### src/rtl/eq_serial_ctrl.sv
// Bit-serial equality comparator: one shared XNOR cell walks the operands LSB first
// and reports equal/not-equal plus the lowest differing bit index.
module eq_serial_ctrl #(
  parameter int WIDTH      = 8,
  parameter bit EARLY_EXIT = 1'b1,
  localparam int IW        = $clog2(WIDTH)
) (
  input  logic             clk,
  input  logic             reset,
  input  logic             in_valid,
  output logic             in_ready,
  input  logic [WIDTH-1:0] a,
  input  logic [WIDTH-1:0] b,
  output logic             out_valid,
  input  logic             out_ready,
  output logic             eq,
  output logic [IW-1:0]    mismatch_idx,
  output logic             busy
);

  typedef enum logic [1:0] {IDLE, SHIFT, DONE} state_t;

  localparam logic [IW:0] CNT_LAST = (IW+1)'(WIDTH - 1);

  state_t           state_q, state_d;
  logic [WIDTH-1:0] sa_q, sa_d, sb_q, sb_d;
  logic [IW:0]      cnt_q, cnt_d;
  logic             eq_acc_q, eq_acc_d;
  logic [IW-1:0]    idx_acc_q, idx_acc_d;
  logic             stop_q, stop_d;
  logic             out_valid_q, out_valid_d;
  logic             eq_q, eq_d;
  logic [IW-1:0]    idx_q, idx_d;
  logic             bit_eq;

  // The single shared 1-bit equality cell.
  assign bit_eq = ~(sa_q[0] ^ sb_q[0]);

  always_comb begin
    state_d     = state_q;
    sa_d        = sa_q;
    sb_d        = sb_q;
    cnt_d       = cnt_q;
    eq_acc_d    = eq_acc_q;
    idx_acc_d   = idx_acc_q;
    stop_d      = stop_q;
    out_valid_d = out_valid_q;
    eq_d        = eq_q;
    idx_d       = idx_q;
    unique case (state_q)
      IDLE: begin
        if (in_valid) begin
          sa_d      = a;
          sb_d      = b;
          cnt_d     = '0;
          eq_acc_d  = 1'b1;
          idx_acc_d = '0;
          stop_d    = 1'b0;
          state_d   = SHIFT;
        end
      end
      SHIFT: begin
        // The terminal bit is processed one edge before DONE is entered.
        if (stop_q) begin
          state_d     = DONE;
          out_valid_d = 1'b1;
          eq_d        = eq_acc_q;
          idx_d       = idx_acc_q;
        end else begin
          sa_d  = sa_q >> 1;
          sb_d  = sb_q >> 1;
          cnt_d = cnt_q + 1'b1;
          if (!bit_eq && eq_acc_q) begin
            eq_acc_d  = 1'b0;
            idx_acc_d = cnt_q[IW-1:0];
          end
          if ((cnt_q == CNT_LAST) || (EARLY_EXIT && !bit_eq))
            stop_d = 1'b1;
        end
      end
      DONE: begin
        if (out_ready) begin
          out_valid_d = 1'b0;
          state_d     = IDLE;
        end
      end
      default: state_d = IDLE;
    endcase
  end

  always_ff @(posedge clk) begin
    if (reset) begin
      state_q     <= IDLE;
      sa_q        <= '0;
      sb_q        <= '0;
      cnt_q       <= '0;
      eq_acc_q    <= 1'b0;
      idx_acc_q   <= '0;
      stop_q      <= 1'b0;
      out_valid_q <= 1'b0;
      eq_q        <= 1'b0;
      idx_q       <= '0;
    end else begin
      state_q     <= state_d;
      sa_q        <= sa_d;
      sb_q        <= sb_d;
      cnt_q       <= cnt_d;
      eq_acc_q    <= eq_acc_d;
      idx_acc_q   <= idx_acc_d;
      stop_q      <= stop_d;
      out_valid_q <= out_valid_d;
      eq_q        <= eq_d;
      idx_q       <= idx_d;
    end
  end

  assign in_ready     = (state_q == IDLE);
  assign busy         = (state_q == SHIFT);
  assign out_valid    = out_valid_q;
  assign eq           = eq_q;
  assign mismatch_idx = idx_q;

endmodule

### config.mk
export PLATFORM = sky130hd
export DESIGN_NAME = eq_serial_ctrl
export DESIGN_NICKNAME = d
export VERILOG_FILES = /design/src/rtl/eq_serial_ctrl.sv
export SDC_FILE = /design/constraint.sdc
export NUM_CORES = 1
export LEC_CHECK = 0
export ABC_AREA = 1
export BUFFER_PORTS_ARGS = -buffer_cell sky130_fd_sc_hd__buf_2
export CORE_ASPECT_RATIO = 1.25
export CORE_MARGIN = 2
export CORE_UTILIZATION = 35
export DETAILED_ROUTE_END_ITERATION = 7
export HOLD_SLACK_MARGIN = 0.15
export PLACE_DENSITY_LB_ADDON = 0.25
export SLEW_MARGIN = 20
export SYNTH_ARGS = -nofsm -noshare
export SYNTH_HDL_FRONTEND = slang
export SYNTH_SLANG_ARGS = --single-unit
### constraint.sdc
create_clock -name clk -period 1.5 [get_ports clk]
set_input_delay 0.375 -clock clk [delete_from_list [all_inputs] [get_ports clk]]
set_output_delay 0.375 -clock clk [all_outputs]
set_load 0.02 [all_outputs]
* Yosys cells after proc, flatten, opt, wreduce, memory -nomap -nowiden
Index checks and enable logic that the tools add are counted.
Word-level totals: input port bits 20, logic and storage cells 59, register bits after elaboration 32, output and inout bits 7
Operators by class: bitwise operators 1, $add $sub $neg 1, reductions and logical operators 11, equal/unequal tests 8, multiplexer cells 28
Operator list (count):
- $mux 8 | 4
- $pmux 8 s2 | 2
- $mux 3 | 3
- $reduce_and 3->1 | 3
- $mux 1 | 8
- $mux 4 | 2
- $pmux 4 s2 | 1
- $mux 2 | 3
- $ne 2x2->1 const B | 3
- $pmux 1 s2 | 3
- $pmux 2 s3 | 1
- $pmux 3 s2 | 1
- $add 4x1->4 const B | 1
- $eq 4x3->1 const B | 1
- $ne 2x1->1 const B | 2
- $reduce_and 2->1 | 2
- $reduce_and 4->1 | 1
- $reduce_bool 2->1 | 2
- $eq 2x1->1 const B | 1
- $eq 2x2->1 const B | 1
- $logic_not 2->1 | 1
- $logic_and 1x1->1 | 1
- $logic_or 1x1->1 | 1
- $xor 1x1->1 | 1

* Logic depth before layout (Yosys ltp)
depth after elaboration 5, mapped depth 8, mapped depth without buffers 7

* Least setup slack after synthesis
No wires, ideal clock.
kind reg-to-reg, start point register state_q[0], end point register sb_q[0], setup slack 0.158 ns, cell stages (with the launch flop) 8, clock period less this slack 1.342 ns, setup time 0.119 ns, required time 1.381 ns, buffers on the path 1, arrival time 1.223 ns, cell sequence dfxtp_1 -> nor2_2 -> nand2_2 -> nand2_4 -> inv_4 -> buf_6 -> o21ai_0 -> a21oi_1
Between the ends: cells in the longest elaborated chain, start to end 3, elaborated cells between the ends (all ways) 7, those cells by class 3 x eq/ne; 1 x mux; 3 x reduce/logical
Ends and longest elaborated chain:
- from (decl) | RTL line 25 | state_t state_q, state_d;
- from (signal assigned) | RTL line 104 | state_q <= state_d;
- $logic_not 2->1 (*)
- net in_ready | RTL line 11 | output logic in_ready,
- $ne 2x2->1 (no line) / $reduce_bool 2->1 (equally long branches)
- $reduce_and 3->1 (no line)
- to (signal assigned) | RTL line 95 | sb_q <= '0;
- to (signal assigned) | RTL line 106 | sb_q <= sb_d;
- to (decl) | RTL line 26 | logic [WIDTH-1:0] sa_q, sa_d, sb_q, sb_d;
The timed path passes the listed nets; every way through them passes the cells marked *. A chain may end at the register's enable or synchronous reset.

* Worst setup path in the final report
start point register state_q[0], end point output port busy
Between the ends: cells in the longest elaborated chain, start to end 1
Ends and longest elaborated chain:
- $eq 2x1->1 | RTL line 118 | assign busy = (state_q == SHIFT);
- to (decl) | RTL line 18 | output logic busy
Every way passes these cells.

==> flow_summary.json <==
{
  "status": "completed",
  "final_antenna_net_count": 0,
  "hp-start": "a[7]",
  "tightest_slew_ns": 0.323,
  "final.min_clock_period_ns": 1.44,
  "yosysUniqueCellTypes": 23,
  "gp_congestion": 0.739,
  "whs_endpoint": "sa_q[7]",
  "drtIter0Drc": 43,
  "yosys-top-cells-area": "dfxtp_1 (46%), nand2_1 (11%), a21oi_1 (9.8%), o21ai_0 (7.6%), inv_1 (5.2%)",
  "skew_ns": 0.00459,
  "cp-end-kind": "output pin",
  "critical-path-top-delay-family": "flip-flops",
  "post-cts-setup-buffers": 0,
  "grt_pass1_wl_mm": 4.81,
  "wl_mm": 2.76,
  "cts_buffer_depth": 2,
  "htreeDepth": 2,
  "synth_cells": 187,
  "worst-r2r-cell-count": 7,
  "synth_top_area_frac": 0.463,
  "ioPinCount": 27,
  "worst_slack_ns": 0.0568,
  "path_cells": "inv_2, nor2_2, buf_4, buf_4",
  "drive_gt1_frac": 0.232,
  "firstDrtPassIters": 4,
  "crit_type": "register to output pin",
  "worstSetupStartpointType": "register",
  "place_ws_ns": 0.260,
  "power.density_nw_per_um2": 1220,
  "cp.buffers_inverters": 3,
  "coreArea_um2": 3780,
  "cp_max_fo": 7,
  "fin_nets": 240,
  "max_freq_ghz": 0.693,
  "cap_violations": 0,
  "overflow": 0,
  "slowest_delay_ns": 0.37,
  "cts-hold-fix-buffers": 0,
  "setup_viol": 0,
  "numPortBuffers": 26,
  "finalPower_mw": 2.08,
  "die-area_um2": 4480,
  "ys_ff_latch": 32,
  "r2r_setup_slack_ns": 0.31,
  "clk_pin_slew_worst_paths_ns": 0.07,
  "root_buffer": "clkbuf_8",
  "grt_usage": 0.144,
  "antenna_found_initial": 0,
  "fillerInstances": 399,
  "crit_top_cell": "buf_4",
  "cts_resized": 1,
  "drc": 0,
  "vias": 1230,
  "holdCritPathClass": "primary input to register",
  "wl_per_cell_um": 10.1,
  "area_delta_synth_final_pct": 23.3,
  "final_common_cell": "nand2_1",
  "final_cell_mix": "nand2_1 (39), dfxtp_1 (30), a21oi_1 (27)",
  "power.leakage_nw": 0.751,
  "crit_required_ns": 1.12,
  "die_y_um": 74.3,
  "num_antenna_cells": 0,
  "cts_made_buffers": 5,
  "grt_pass1_vias": 1139,
  "cts_tree": "yes",
  "synth_area_um2": 1380,
  "clkSinkCount": 32,
  "r2r_start": "state_q[0]",
  "whs_path_depth": 3,
  "worstPathArrival_ns": 1.07,
  "fin_crit_sh": 0.962,
  "die_x_um": 60.2,
  "grt_max_degree": 32,
  "clk_latency_ns": 0.28,
  "rsz0062_at_grt": "false",
  "yosysSeqAreaShare": 0.463,
  "syn_avg_cell_area_um2": 7.40,
  "synth_nets": 208,
  "vdd_drop_max_v": 0.000662,
  "start_util": 0.366,
  "yosysTopAreaCell": "dfxtp_1",
  "hold_viol": 0,
  "relSlewSlack": 0.784,
  "fin_tns_setup_ns": 0,
  "slowest_stage": "dfxtp_4",
  "drv_slew": 0,
  "num_rows": 25,
  "r2r-end": "sa_q[1]",
  "yosysWarnings": 0,
  "hpwl_mm": 1.95,
  "vias_per_cell": 4.49
}
==> final cells by class <==
cell class              instances  area [um^2]  share of cell area
flip-flops and latches         32          646               0.378
clock inverters                 2         35.0              0.0205
clock buffers                   6         72.6              0.0425
repair buffers                 33          198               0.116
multi-input cells             125          603               0.353
inverters                      22         85.1              0.0499
well taps                      54         67.6              0.0396
==> stage by stage <==
step | hold slack, ns | cells | area [um^2] | util
after floorplan | 0.424 | 187 | 1380 | -
after global placement | 0.434 | 266 | 1590 | 0.420
after detailed placement | 0.440 | 266 | 1590 | 0.420
after CTS | 0.334 | 274 | 1700 | 0.449
after global routing | 0.341 | 274 | 1710 | 0.451
final | 0.338 | 274 | 1710 | 0.451
==> synth_stat cells, drive strengths merged <==
library cell	instances
a21o	1
nand2	42
o21bai	1
dfxtp	32
o21ai	28
clkbuf	2
inv	22
a21oi	27
nor2	9
o31ai	1
and3	1
nand3	13
buf	6
ha	1
a22oi	1
==> logic make-up (layout without fill, tap and decap cells) <==
logic type               Yosys count  after routing  share of synthesized area
AND/OR/NAND/NOR                   65             65                      0.203
AO/OA/AOI/OAI                     59             59                      0.224
buffers and inverters             30             63                      0.101
flip-flops                        32             32                      0.463
adder cells (fa/ha/maj)            1              1                    0.00904
==> sequential cells by signal (all words and copies together), names as in the netlist <==
register and flops:
sa_q 8, sb_q 8, cnt_q 4, idx_acc_q 3, mismatch_idx 3, state_q 2
eq 1, eq_acc_q 1, out_valid 1, stop_q 1
==> worst reg2reg max path: cells and delay by family (launching register included) <==
kind                   cells  cell delay (ns)
flip-flops                 1             0.36
buffers and inverters      2             0.29
AO/OA/AOI/OAI              2             0.24
AND/OR/NAND/NOR            3             0.23
==> metal layers <==
layer | vias up | track usage | wire length [um]
li1 | 676 | - | -
met1 | 519 | 0.172 | 1320
met2 | 29 | 0.233 | 1270
met3 | 6 | 0.0522 | 122
met4 | 0 | 0.0593 | 45
met5 | - | 0 | 0
==> report_power, final <==
part	internal [mW]	total, mW	switching, mW
Combinational	0.125	0.324	0.199
Sequential	0.916	0.943	0.0279
Clock	0.493	0.813	0.320
Total	1.53	2.08	0.548
==> worst max-delay path by stage <==
stage / from / end / slack (ns) / cells past startpoint
floorplan: state_q[0] / sb_q[0] / 0.16 / 7
global placement: state_q[0] / busy / 0.28 / 4
detailed placement: state_q[0] / sb_q[4] / 0.26 / 7
CTS: state_q[0] / busy / 0.02 / 4
global route: state_q[0] / busy / 0.001 / 4
finish: state_q[0] / busy / 0.06 / 4
(Power assumes the default switching activity.)
